==> config.mk <==
export PLATFORM = sky130hd
export DESIGN_NAME = dmem_access_unit
export DESIGN_NICKNAME = d
export VERILOG_FILES = /design/src/rtl/dmem_access_unit.sv
export SDC_FILE = /design/constraint.sdc
export NUM_CORES = 1
export LEC_CHECK = 0
export ABC_AREA = 1
export CAP_MARGIN = 40
export CORE_AREA = 3 3 119 121
export DETAILED_ROUTE_END_ITERATION = 6
export DIE_AREA = 0 0 122 124
export PLACE_DENSITY = 0.87
export RECOVER_POWER = 50
export SLEW_MARGIN = 20
export SYNTH_ARGS = -nofsm -noshare
export SYNTH_HDL_FRONTEND = slang
export SYNTH_SLANG_ARGS = --single-unit
export TNS_END_PERCENT = 50
==> constraint.sdc <==
create_clock -name clk -period 2.2 [get_ports clk]
set_clock_uncertainty 0.05 [all_clocks]
set_input_delay 0.55 -clock clk [delete_from_list [all_inputs] [get_ports clk]]
set_output_delay 0.55 -clock clk [all_outputs]
set_load 0.005 [all_outputs]
==> src/rtl/dmem_access_unit.sv <==
// ----------------------------------------------------------------------------
// dmem_access_unit
//
// MEM-stage data-memory access unit. Each load or store presented by the
// pipeline becomes a single request on a wait-stated, word-addressed memory
// port. Stores get lane-replicated write data and byte enables, loads get
// their selected byte/half extracted and sign/zero-extended. The pipeline is
// stalled until the access completes, is rejected as misaligned, or times out.
//
// Parameters
//   ADDR_W       byte-address width (memory word address is ADDR_W-2 bits)
//   TIMEOUT_CYC  max ACCESS cycles waiting for mem_ack before error (>=1)
//
// Ports
//   clk, rstn                 clock (rising edge), async active-low reset
//   req_valid/we/dmtype/addr/wdata   request from the MEM stage
//   req_ready                 unit idle; request taken this cycle if req_valid
//   stall                     freeze IF..MEM pipeline registers
//   resp_valid/err/rdata      one-cycle completion pulse, error flag, load data
//   mem_en/be/addr/wdata      memory request (be=0000 means read)
//   mem_ack/rdata             memory completion and read word
// ----------------------------------------------------------------------------
module dmem_access_unit #(
    parameter int ADDR_W      = 32,
    parameter int TIMEOUT_CYC = 255
) (
    input  logic              clk,
    input  logic              rstn,
    input  logic              req_valid,
    input  logic              req_we,
    input  logic [2:0]        req_dmtype,
    input  logic [ADDR_W-1:0] req_addr,
    input  logic [31:0]       req_wdata,
    output logic              req_ready,
    output logic              stall,
    output logic              resp_valid,
    output logic              resp_err,
    output logic [31:0]       resp_rdata,
    output logic              mem_en,
    output logic [3:0]        mem_be,
    output logic [ADDR_W-3:0] mem_addr,
    output logic [31:0]       mem_wdata,
    input  logic              mem_ack,
    input  logic [31:0]       mem_rdata
);

    localparam logic [1:0] S_IDLE   = 2'd0;
    localparam logic [1:0] S_ACCESS = 2'd1;
    localparam logic [1:0] S_RESP   = 2'd2;

    localparam int              CNT_W    = (TIMEOUT_CYC < 2) ? 1 : $clog2(TIMEOUT_CYC + 1);
    localparam logic [CNT_W-1:0] CNT_LAST = CNT_W'(TIMEOUT_CYC - 1);

    // Access-size decode; the unused codes 101-111 behave as word.
    function automatic logic is_half(input logic [2:0] t);
        return (t == 3'b001) || (t == 3'b010);
    endfunction

    function automatic logic is_byte(input logic [2:0] t);
        return (t == 3'b011) || (t == 3'b100);
    endfunction

    // Select the addressed byte/half of the read word and extend it.
    function automatic logic [31:0] extend_load(input logic [31:0] w,
                                                input logic [2:0]  t,
                                                input logic [1:0]  lo);
        logic [31:0] sh;
        logic [7:0]  b;
        logic [15:0] h;
        sh = w >> {lo, 3'b000};
        b  = sh[7:0];
        h  = lo[1] ? w[31:16] : w[15:0];
        case (t)
            3'b001:  return {{16{h[15]}}, h};
            3'b010:  return {16'h0000, h};
            3'b011:  return {{24{b[7]}}, b};
            3'b100:  return {24'h000000, b};
            default: return w;
        endcase
    endfunction

    logic [1:0]       state;
    logic [CNT_W-1:0] cnt;
    logic             lat_we;
    logic [2:0]       lat_dmtype;
    logic [1:0]       lat_lo;

    logic             req_misaligned;
    logic [3:0]       st_be;
    logic [31:0]      st_wdata;

    // Request decode: alignment check and store lane formation.
    always_comb begin
        req_misaligned = 1'b0;
        st_be          = 4'b1111;
        st_wdata       = req_wdata;
        if (is_byte(req_dmtype)) begin
            st_be    = 4'b0001 << req_addr[1:0];
            st_wdata = {4{req_wdata[7:0]}};
        end else if (is_half(req_dmtype)) begin
            req_misaligned = req_addr[0];
            st_be          = req_addr[1] ? 4'b1100 : 4'b0011;
            st_wdata       = {2{req_wdata[15:0]}};
        end else begin
            req_misaligned = (req_addr[1:0] != 2'b00);
        end
    end

    always_ff @(posedge clk or negedge rstn) begin
        if (!rstn) begin
            state      <= S_IDLE;
            cnt        <= '0;
            mem_en     <= 1'b0;
            mem_be     <= 4'b0000;
            mem_addr   <= '0;
            mem_wdata  <= 32'h0;
            resp_err   <= 1'b0;
            resp_rdata <= 32'h0;
            lat_we     <= 1'b0;
            lat_dmtype <= 3'b000;
            lat_lo     <= 2'b00;
        end else begin
            case (state)
                S_IDLE: begin
                    if (req_valid) begin
                        lat_we     <= req_we;
                        lat_dmtype <= req_dmtype;
                        lat_lo     <= req_addr[1:0];
                        if (req_misaligned) begin
                            // Rejected without ever touching the memory port.
                            state      <= S_RESP;
                            resp_err   <= 1'b1;
                            resp_rdata <= 32'h0;
                        end else begin
                            state     <= S_ACCESS;
                            cnt       <= '0;
                            mem_en    <= 1'b1;
                            mem_be    <= req_we ? st_be : 4'b0000;
                            mem_addr  <= req_addr[ADDR_W-1:2];
                            mem_wdata <= req_we ? st_wdata : 32'h0;
                        end
                    end
                end
                S_ACCESS: begin
                    // Ack is tested first so an ack in the last counted cycle wins.
                    if (mem_ack) begin
                        state      <= S_RESP;
                        mem_en     <= 1'b0;
                        resp_err   <= 1'b0;
                        resp_rdata <= lat_we ? 32'h0 : extend_load(mem_rdata, lat_dmtype, lat_lo);
                    end else if (cnt >= CNT_LAST) begin
                        state      <= S_RESP;
                        mem_en     <= 1'b0;
                        resp_err   <= 1'b1;
                        resp_rdata <= 32'h0;
                    end else begin
                        cnt <= cnt + CNT_W'(1);
                    end
                end
                S_RESP: begin
                    state <= S_IDLE;
                end
                default: begin
                    state <= S_IDLE;
                end
            endcase
        end
    end

    assign req_ready  = (state == S_IDLE);
    assign resp_valid = (state == S_RESP);
    // Gated by rstn so a held req_valid cannot assert stall during reset.
    assign stall      = rstn & ((state == S_ACCESS) | ((state == S_IDLE) & req_valid));

endmodule

==> summary.txt, run 1 <==
DR pass1 iterations -> 5
Final ANT Viol Nets -> 0
# port buffers -> 206
Vias in the first global route -> 5,855
Crit Path Category -> input pin to primary output
Worst path bufs/invs -> 3
Largest net degree at the start of global routing -> 117
CP max stage cell -> clkdlybuf4s50_1
Ant diodes -> 0
Max Slew Vio Count -> 117
Area delta synth->final -> 50.5%
Hold-fix buffers, CTS -> 0
Clock Sinks -> 116
Reg2reg setup slack -> 0.34 ns
Sequential area share after synthesis -> 49.5%
Die H -> 124 um
Hold Slack -> 0.423 ns
Post-route DRC -> 0
Synth Area per Inst -> 7.50 um2
Leakage -> 4.38 nW
NumNets Final -> 1,109
Global-route wire length before repair -> 28,600 um
CTS tree -> yes
Core Footprint -> 13,200 um2
WP data required -> 1.60 ns
Wire per inst -> 14.9 um
Final hold violations -> 0
RSZ-0062 raised after global routing -> no
Critical path cell sequence -> clkdlybuf4s50_1 > inv_1 > nor2_2 > nor2_1 > nor2_1 > clkbuf_2
Share of layout cells above drive strength 1 -> 7.68%
Total track usage -> 24.2%
Die width -> 122 um
Most used cell, CP -> nor2_1
Clock buffer depth -> 2
IO Pins -> 207
Type of origin of the critical path -> input pin
Drt total wl -> 17,700 um
Synthesized flop and latch total -> 116
Slew Limit Headroom -> -3.90%
Delay-heaviest family, CP -> buffers and inverters
H-tree levels -> 4
Setup TNS -> 0 ns
Vias per cell -> 5.01
VDD IR-drop max -> 0.000750 V
Clk root buf -> clkbuf_16
Syn Nets -> 887
Die footprint -> 15,100 um2
Max Fclk -> 484 MHz
Final setup viols -> 0
PD cells -> 1360 nW/um2
Critical Path Fanout Max -> 2
Failing checks -> max-capacitance violations, max-slew violations
Grt ovf -> 0
Cells after synthesis -> 781
Final worst path period need -> 2.07 ns
Postcts setup bufs -> 0
Initial core utilization -> 44.4%
Worst Tran Pin Value -> 1.56 ns
Synth Cell Area -> 5860 um2
TritonCTS buffer count -> 17
HPWL after DPL -> 12,600 um
Final Core Density -> 66.9%
Drt initial violations -> 536
Worst skew pair latency -> 0.41 ns
Dpl ws -> -0.237 ns
Max incr delay on CP -> 0.48 ns
Clock Pin Slew Worst Setup and Hold Paths -> 0.05 ns
CP arrival -> 1.47 ns
Fin crit share -> 93.9%
Yosys warns -> 0
Hold WC Path Type -> register to register
Initial antenna violation count -> 0
Final setup margin -> 0.134 ns
Total vias in the final route -> 5,963
Crit end category -> primary output
Row count -> 42
Synth unique cells -> 31
Final Wtd Congestion -> 0.914
Status -> finished with violations
Max-Cap Viols -> 1
## per-layer routing
layer  up-vias  routed length [um]  global-route usage (%)
met4         0                 363                    10.1
met5         -                   0                       0
met3        30                1860                    8.40
met1      2739                7020                    29.0
met2       304                8470                    40.1
li1       2890                   -                       -
## metrics by stage
stage / std cells / instance area, um2 / power, mW
2_1_floorplan: 781 / 5860 / 6.19
3_3_place_gp: 1160 / 8220 / 8.83
3_5_place_dp: 1160 / 8220 / 8.96
4_1_cts: 1191 / 8870 / 12.1
5_1_grt: 1191 / 8820 / 12.8
6_report: 1191 / 8820 / 12.0
## layout by cell type (no fill, tap or decap)
cell type / n
nor2_2: 3
xor2_1: 3
dlygate4sd3_1: 1
a21oi_1: 7
o211ai_1: 2
or2_0: 6
clkbuf_16: 17
inv_2: 6
clkdlybuf4s50_1: 202
inv_1: 50
xnor2_1: 3
or2_1: 8
a21boi_0: 8
clkbuf_8: 3
or2_2: 1
nand3_4: 3
nand4_1: 3
bufinv_16: 5
nand2_4: 2
o21ai_1: 8
clkbuf_4: 2
buf_4: 23
o21ai_0: 65
nor2_1: 39
clkbuf_1: 6
inv_4: 1
clkbuf_2: 2
clkinv_2: 2
clkinvlp_4: 2
buf_12: 2
dfrtp_1: 116
nand2_1: 352
dlymetal6s2s_1: 1
nand3_1: 54
nand3_2: 2
nor3_1: 1
ha_1: 2
nand2_2: 2
## flip-flops by register name, summed over array words and instances (netlist names)
register / count
cnt: 8
lat_dmtype: 3
lat_lo: 2
lat_we: 1
mem_addr: 30
mem_be: 4
mem_en: 1
mem_wdata: 32
resp_err: 1
resp_rdata: 32
state: 2
## cell usage after synthesis
library cell | count | area, um2
nand2_1 | 349 | 1310
dfrtp_1 | 116 | 2900
o21ai_0 | 57 | 285
nand3_1 | 54 | 270
inv_1 | 51 | 191
nor2_1 | 39 | 146
buf_2 | 16 | 80.1
o21ai_1 | 16 | 80.1
a21boi_0 | 8 | 60.1
or2_1 | 8 | 50.1
a21oi_1 | 7 | 35.0
clkbuf_1 | 7 | 26.3
or2_0 | 6 | 37.5
buf_6 | 5 | 56.3
inv_2 | 5 | 18.8
nand2_2 | 5 | 31.3
buf_4 | 3 | 22.5
nand3_4 | 3 | 52.6
nand4_1 | 3 | 18.8
nor2_2 | 3 | 18.8
xnor2_1 | 3 | 26.3
xor2_1 | 3 | 26.3
clkbuf_2 | 2 | 10.0
ha_1 | 2 | 25.0
nand2_4 | 2 | 22.5
nand3_2 | 2 | 20.0
o211ai_1 | 2 | 15.0
buf_1 | 1 | 3.75
inv_4 | 1 | 6.26
nor3_1 | 1 | 5.00
or2_2 | 1 | 6.26
## where the power goes
| part | switching (mW) | leakage (nW) | internal [mW] |
|---|---|---|---|
| Clock | 0.953 | 0.312 | 2.09 |
| Sequential | 0.631 | 1.51 | 3.09 |
| Combinational | 2.58 | 2.55 | 2.62 |
| Total | 4.16 | 4.38 | 7.79 |
## logic make-up after synthesis
group / Yosys count / synth area share, %
fa+ha+maj: 2 / 0.427
compound gates: 90 / 8.11
flops: 116 / 49.5
xor+xnor: 6 / 0.897
simple gates: 476 / 33.9
buf+inv: 91 / 7.09
## final timing paths
check	startpoint	endpoint	depth (start not counted)
hold / removal	mem_en	mem_en	2
min in group asynchronous	rstn	resp_rdata[22]	2
hold reg to reg	mem_en	mem_en	2
max in group asynchronous	rstn	resp_rdata[0]	2
setup reg to reg	lat_lo[1]	resp_rdata[3]	6
setup / recovery	req_valid	stall	6
## final cells by class
cell class,instances,area (um2)
Fill cell,1053,4370
Sequential cell,116,2900
Clock inverter,9,175
Clock buffer,22,474
Tap cell,176,220
Timing Repair Buffer,237,2300
Inverter,57,216
Multi-Input combinational cell,574,2530
## timing repair
action | CTS | global route
pin swaps | 0 | 1
endpoints found under the setup margin | 2 | 2
gates cloned | 0 | 0
gates resized for setup | 3 | 4
hold endpoints to repair | 0 | 0
## worst reg2reg max path: stages (launching register included)
cell,delay (ns)
dfrtp_1,0.46
inv_1,0.52
nand2_1,0.37
nand3_1,0.17
nand2_1,0.06
nand3_1,0.08
nand2_1,0.05
No activity file was read; power rests on OpenSTA's default activity.
==> run 2, diff against run 1 <==
Settings changed: ABC_CLOCK_PERIOD_IN_PS set to 2200, SKIP_CTS_REPAIR_TIMING set to 1.
==> run 2 against run 1 <==
Compared with the run above:
- the run still ends with max-capacitance violations, max-slew violations left
- die area did not move
- sequential share of layout area barely moved
- critical path depth did not move
- core utilization rose by 0.057 points
- fmax fell by 0.38%
- critical endpoint unchanged
- largest power group unchanged
==> summary.txt, run 2 (synthesized netlist as in run 1, its figures left out) <==
Status -> finished with violations
Failing checks -> max-capacitance violations, max-slew violations
Hold Slack -> 0.423 ns (+0.0000940 ns)
Final setup viols -> 0 (unchanged)
CP arrival -> 1.47 ns (about the same)
Hold WC Path Type -> register to register
Commonest non-fill, non-tap cell in the layout -> nand2_1
RSZ-0062 raised after global routing -> no
Initial antenna violation count -> 0 (unchanged)
Biggest regs -> mem_wdata x32, resp_rdata x32, mem_addr x30
Reg2reg setup slack -> 0.33 ns (about the same)
Max Fclk -> 482 MHz (-0.38%)
TritonCTS buffer count -> 17 (unchanged)
Clk root buf -> clkbuf_16
IO Pins -> 207 (unchanged)
Crit end category -> primary output
DR pass1 iterations -> 5 (unchanged)
WP data required -> 1.60 ns (about the same)
Vias in the first global route -> 5,851 (-0.068%)
H-tree levels -> 4 (unchanged)
Largest net degree at the start of global routing -> 117 (unchanged)
Crit Path Category -> input pin to primary output
Worst skew pair latency -> 0.41 ns (about the same)
Wire per inst -> 14.9 um (+0.11%)
Clock buffer depth -> 2 (unchanged)
Critical R2R Launch -> lat_lo[1]
Global-route wire length before repair -> 28,600 um (-0.14%)
Area delta synth->final -> 50.6% (about the same)
Worst Tran Pin Value -> 1.55 ns (-0.00478 ns)
Clock Pin Slew Worst Setup and Hold Paths -> 0.05 ns (about the same)
Die footprint -> 15,100 um2 (unchanged)
Final Wtd Congestion -> 0.914 (unchanged)
Die H -> 124 um (unchanged)
Hold wc startpoint -> mem_en
Row count -> 42 (unchanged)
HPWL after DPL -> 12,600 um (unchanged)
# port buffers -> 206 (unchanged)
Leakage -> 4.39 nW (+0.33%)
Ant diodes -> 0 (unchanged)
Max-Cap Viols -> 1 (unchanged)
Most frequent cells in the layout -> 351 x nand2_1, 202 x clkdlybuf4s50_1, 116 x dfrtp_1, 65 x o21ai_0, 54 x nand3_1
Drt initial violations -> 539 (+0.56%)
Type of origin of the critical path -> input pin
Total track usage -> 24.2% (-0.039 points)
Post-route DRC -> 0 (unchanged)
PD cells -> 1360 nW/um2 (about the same)
Final ANT Viol Nets -> 0 (unchanged)
Die width -> 122 um (unchanged)
Multi-input logic area -> 2530 um2 (unchanged)
Total vias in the final route -> 5,952 (-0.18%)
Critical Path Fanout Max -> 2 (unchanged)
Drt total wl -> 17,700 um (+0.11%)
Fin crit share -> 94.3% (+0.36 points)
NumNets Final -> 1,109 (unchanged)
VDD IR-drop max -> 0.000749 V (-0.15%)
DP Area -> 8220 um2 (unchanged)
Final Core Density -> 66.9% (about the same)
Sequential cell area -> 2900 um2 (unchanged)
Slew Limit Headroom -> -3.58% (+0.32 points)
Core Footprint -> 13,200 um2 (unchanged)
Vias per cell -> 5.00 (-0.18%)
Crit path launch -> req_valid
Final hold violations -> 0 (unchanged)
Clock Sinks -> 116 (unchanged)
Grt ovf -> 0 (unchanged)
CTS tree -> yes
Final worst path period need -> 2.07 ns (+0.00796 ns)
Initial core utilization -> 44.4% (unchanged)
Filler instances -> 1,051 (-0.19%)
Final instance area -> 8830 um2 (about the same)
Share of layout cells above drive strength 1 -> 7.59% (-0.099 points)
Max Slew Vio Count -> 117 (unchanged)
## run 2: report_power, final
part           switching [mW]  internal [mW]
logic                    2.59           2.62
clock network           0.953           2.09
registers               0.631           3.09
total                    4.17           7.80
## run 2: routing by layer
metal	global-route usage, %	part of all wire (%)	vias to the layer above
met2	40.0	48	287
li1	-	-	2886
met3	8.40	10	29
met4	10.1	1.9	0
met1	29.0	40	2750
met5	0	0	-
## run 2: per-stage QoR
stage | worst slack [ns] | TNS (ns) | total power, mW | cells
after floorplan | 0.598 | 0 | 6.19 | 781
after global placement | -0.226 | -1.48 | 8.83 | 1160
after detailed placement | -0.237 | -4.98 | 8.96 | 1160
after CTS | -0.247 | -0.305 | 12.1 | 1191
after global routing | 0.0181 | 0 | 12.8 | 1191
final | 0.126 | 0 | 12.0 | 1191
## run 2: worst max-delay path: stages
cell	delay, ns
clkdlybuf4s50_1	0.48
inv_1	0.04
nor2_1	0.12
nor2_1	0.07
nor2_1	0.08
dlymetal6s2s_1	0.13
## run 2: final cells by class
| type | count | share of cell area [%] |
|---|---|---|
| tap | 176 | 2.49 |
| sequential | 116 | 32.9 |
| timing repair buffer | 237 | 26.1 |
| multi-input combinational | 574 | 28.7 |
| inverter | 57 | 2.45 |
| clock inverter | 9 | 1.98 |
| clock buffer | 22 | 5.37 |
## run 2: worst paths after layout
check / endpoint / cells after the start
hold / removal: mem_en / 2
hold reg to reg: mem_en / 2
setup reg to reg: resp_rdata[3] / 6
max in group asynchronous: resp_rdata[0] / 2
min in group asynchronous: resp_rdata[22] / 2
setup / recovery: stall / 6
==> run 3, diff against run 2 <==
Settings changed: PLACE_DENSITY 0.87 to 0.74.
==> run 3 against run 2 <==
Compared with the run above:
- the flow still finishes with violations (max-capacitance violations, max-slew violations)
- sequential power barely moved
- non-clock buffer count fell by 8
- fmax rose by 1.0%
- die area did not move
- count of clock-buffer cells in the layout fell by 1
- via count fell by 3.0%
- first-iteration DRC count fell by 26%
- critical endpoint unchanged
- largest cell class unchanged
- largest power group unchanged
- highest routed layer unchanged
==> summary.txt, run 3 (synthesized netlist as in run 1, its figures left out) <==
Delay-heaviest family, CP -> buffers and inverters
Met3 WL post-DR -> 1730 um (-5.1%)
Initial core utilization -> 44.4% (unchanged)
RSZ-0062 raised after global routing -> no
Core Footprint -> 13,200 um2 (unchanged)
Vias in the first global route -> 5,657 (-3.3%)
Clock Sinks -> 116 (unchanged)
Reg2reg setup slack -> 0.21 ns (-0.12 ns)
Failing checks -> max-capacitance violations, max-slew violations
Die footprint -> 15,100 um2 (unchanged)
Final hold violations -> 0 (unchanged)
FF-to-FF path depth -> 8 (+2)
Most used cell, CP -> nor2_1
Hold path depth -> 2 (unchanged)
Final setup viols -> 0 (unchanged)
Crit Path Category -> input pin to primary output
Worst Tran Pin Value -> 1.57 ns (+0.0189 ns)
TritonCTS buffer count -> 17 (unchanged)
Max Slew Vio Count -> 117 (unchanged)
CP max stage cell -> clkdlybuf4s50_1
Type of origin of the critical path -> input pin
Final setup margin -> 0.148 ns (+0.0214 ns)
Hold wc startpoint -> resp_rdata[2]
Met1 Wirelength -> 7250 um (+2.3%)
Commonest non-fill, non-tap cell in the layout -> nand2_1
Die H -> 124 um (unchanged)
Worst path bufs/invs -> 3 (unchanged)
Area delta synth->final -> 49.2%
Tot Pwr -> 11.6 mW (-2.9%)
Share of layout cells above drive strength 1 -> 7.14% (-0.44 points)
Clock buffer depth -> 2 (unchanged)
VDD IR-drop max -> 0.000627 V (-16%)
Initial antenna violation count -> 0 (unchanged)
CTS tree -> yes
Leakage -> 4.35 nW (-0.89%)
HPWL after DPL -> 12,300 um (-2.2%)
Crit end category -> primary output
Post-route DRC -> 0 (unchanged)
Clk root buf -> clkbuf_16
CP arrival -> 1.45 ns (-0.02 ns)
Wire per inst -> 14.6 um (-1.8%)
Filler instances -> 1,135 (+8.0%)
Max incr delay on CP -> 0.47 ns (about the same)
Max-Cap Viols -> 1 (unchanged)
Largest net degree at the start of global routing -> 117 (unchanged)
WP data required -> 1.60 ns (about the same)
Vias per cell -> 4.87 (-2.5%)
Hold WC Path Type -> register to register
Final Core Density -> 66.3% (-0.64 points)
Top Metal Used -> met4
Critical Path Fanout Max -> 2 (unchanged)
Fin crit share -> 93.3% (-0.97 points)
Total track usage -> 23.6% (-0.63 points)
H-tree levels -> 4 (unchanged)
Critical R2R Launch -> lat_dmtype[0]
Drt initial violations -> 399 (-26%)
Final Wtd Congestion -> 0.888 (-2.8%)
Global-route wire length before repair -> 27,900 um (-2.4%)
Max Fclk -> 487 MHz (+1.0%)
Final ANT Viol Nets -> 0 (unchanged)
Dpl ws -> -0.234 ns (+0.00363 ns)
Stages on worst setup path -> 6 (unchanged)
Critical path cell sequence -> clkdlybuf4s50_1 > inv_1 > nor2_1 > nor2_1 > nor2_1 > dlymetal6s2s_1
Total vias in the final route -> 5,771 (-3.0%)
Met2 wire len -> 7920 um (-6.4%)
Final Non-Filler Cells -> 1,184 (-0.59%)
Final worst path period need -> 2.05 ns (-0.0214 ns)
Biggest regs -> mem_wdata x32, resp_rdata x32, mem_addr x30
# port buffers -> 206 (unchanged)
DR pass1 iterations -> 5 (unchanged)
Ant diodes -> 0 (unchanged)
Hold EP -> resp_rdata[2]
IO Pins -> 207 (unchanged)
R2R Path End -> resp_rdata[24]
Grt ovf -> 0 (unchanged)
Status -> finished with violations
Drt total wl -> 17,300 um (-2.4%)
Worst skew pair latency -> 0.41 ns (about the same)
Slew Limit Headroom -> -4.84% (-1.3 points)
NumNets Final -> 1,101 (-0.72%)
Most frequent cells in the layout -> 351 x nand2_1, 201 x clkdlybuf4s50_1, 116 x dfrtp_1, 63 x o21ai_0, 54 x nand3_1
Placed cell count -> 1,152 (-0.69%)
Clock Pin Slew Worst Setup and Hold Paths -> 0.05 ns (about the same)
Row count -> 42 (unchanged)
PD cells -> 1330 nW/um2 (-1.9%)
Die width -> 122 um (unchanged)
-- run 3: per-layer routing --
| metal | up-vias | track usage, % |
|---|---|---|
| li1 | 2869 | - |
| met1 | 2638 | 29.7 |
| met2 | 230 | 37.0 |
| met3 | 34 | 8.76 |
| met4 | 0 | 9.17 |
| met5 | - | 0 |
-- run 3: layout make-up --
| class | instances | area, um2 | share of cell area [%] |
|---|---|---|---|
| Sequential cell | 116 | 2900 | 33.2 |
| Multi-Input combinational cell | 574 | 2540 | 29.0 |
| Timing Repair Buffer | 229 | 2270 | 26.0 |
| Clock buffer | 21 | 460 | 5.27 |
| Tap cell | 176 | 220 | 2.52 |
| Inverter | 57 | 216 | 2.48 |
| Clock inverter | 11 | 133 | 1.52 |
-- run 3: metrics by stage --
step	TNS, ns	instance area [um2]	hold slack (ns)
after floorplan	0	5860	0.204
after global placement	-0.637	8190	0.407
after detailed placement	-2.73	8190	0.414
after CTS	-0.311	8780	0.227
after global routing	0	8740	0.435
final	0	8740	0.420
-- run 3: worst max-delay path by stage --
stage	from	end	slack, ns
final	req_valid	stall	0.15
after detailed placement	req_valid	stall	-0.23
after global routing	req_valid	stall	0.02
after global placement	req_valid	stall	-0.22
after floorplan	req_dmtype[0]	mem_addr[10]	0.60
after CTS	req_valid	stall	-0.24
-- run 3: power breakdown --
part	internal, mW	total [mW]	leakage (nW)	switching, mW
clock network	1.82	2.78	0.296	0.958
registers	3.09	3.73	1.51	0.635
logic	2.57	5.12	2.54	2.55
-- run 3: worst min-delay path: stages, from the launching register on --
cell     delay (ns)
dfrtp_1        0.33
nand2_1        0.05
nand2_1        0.05
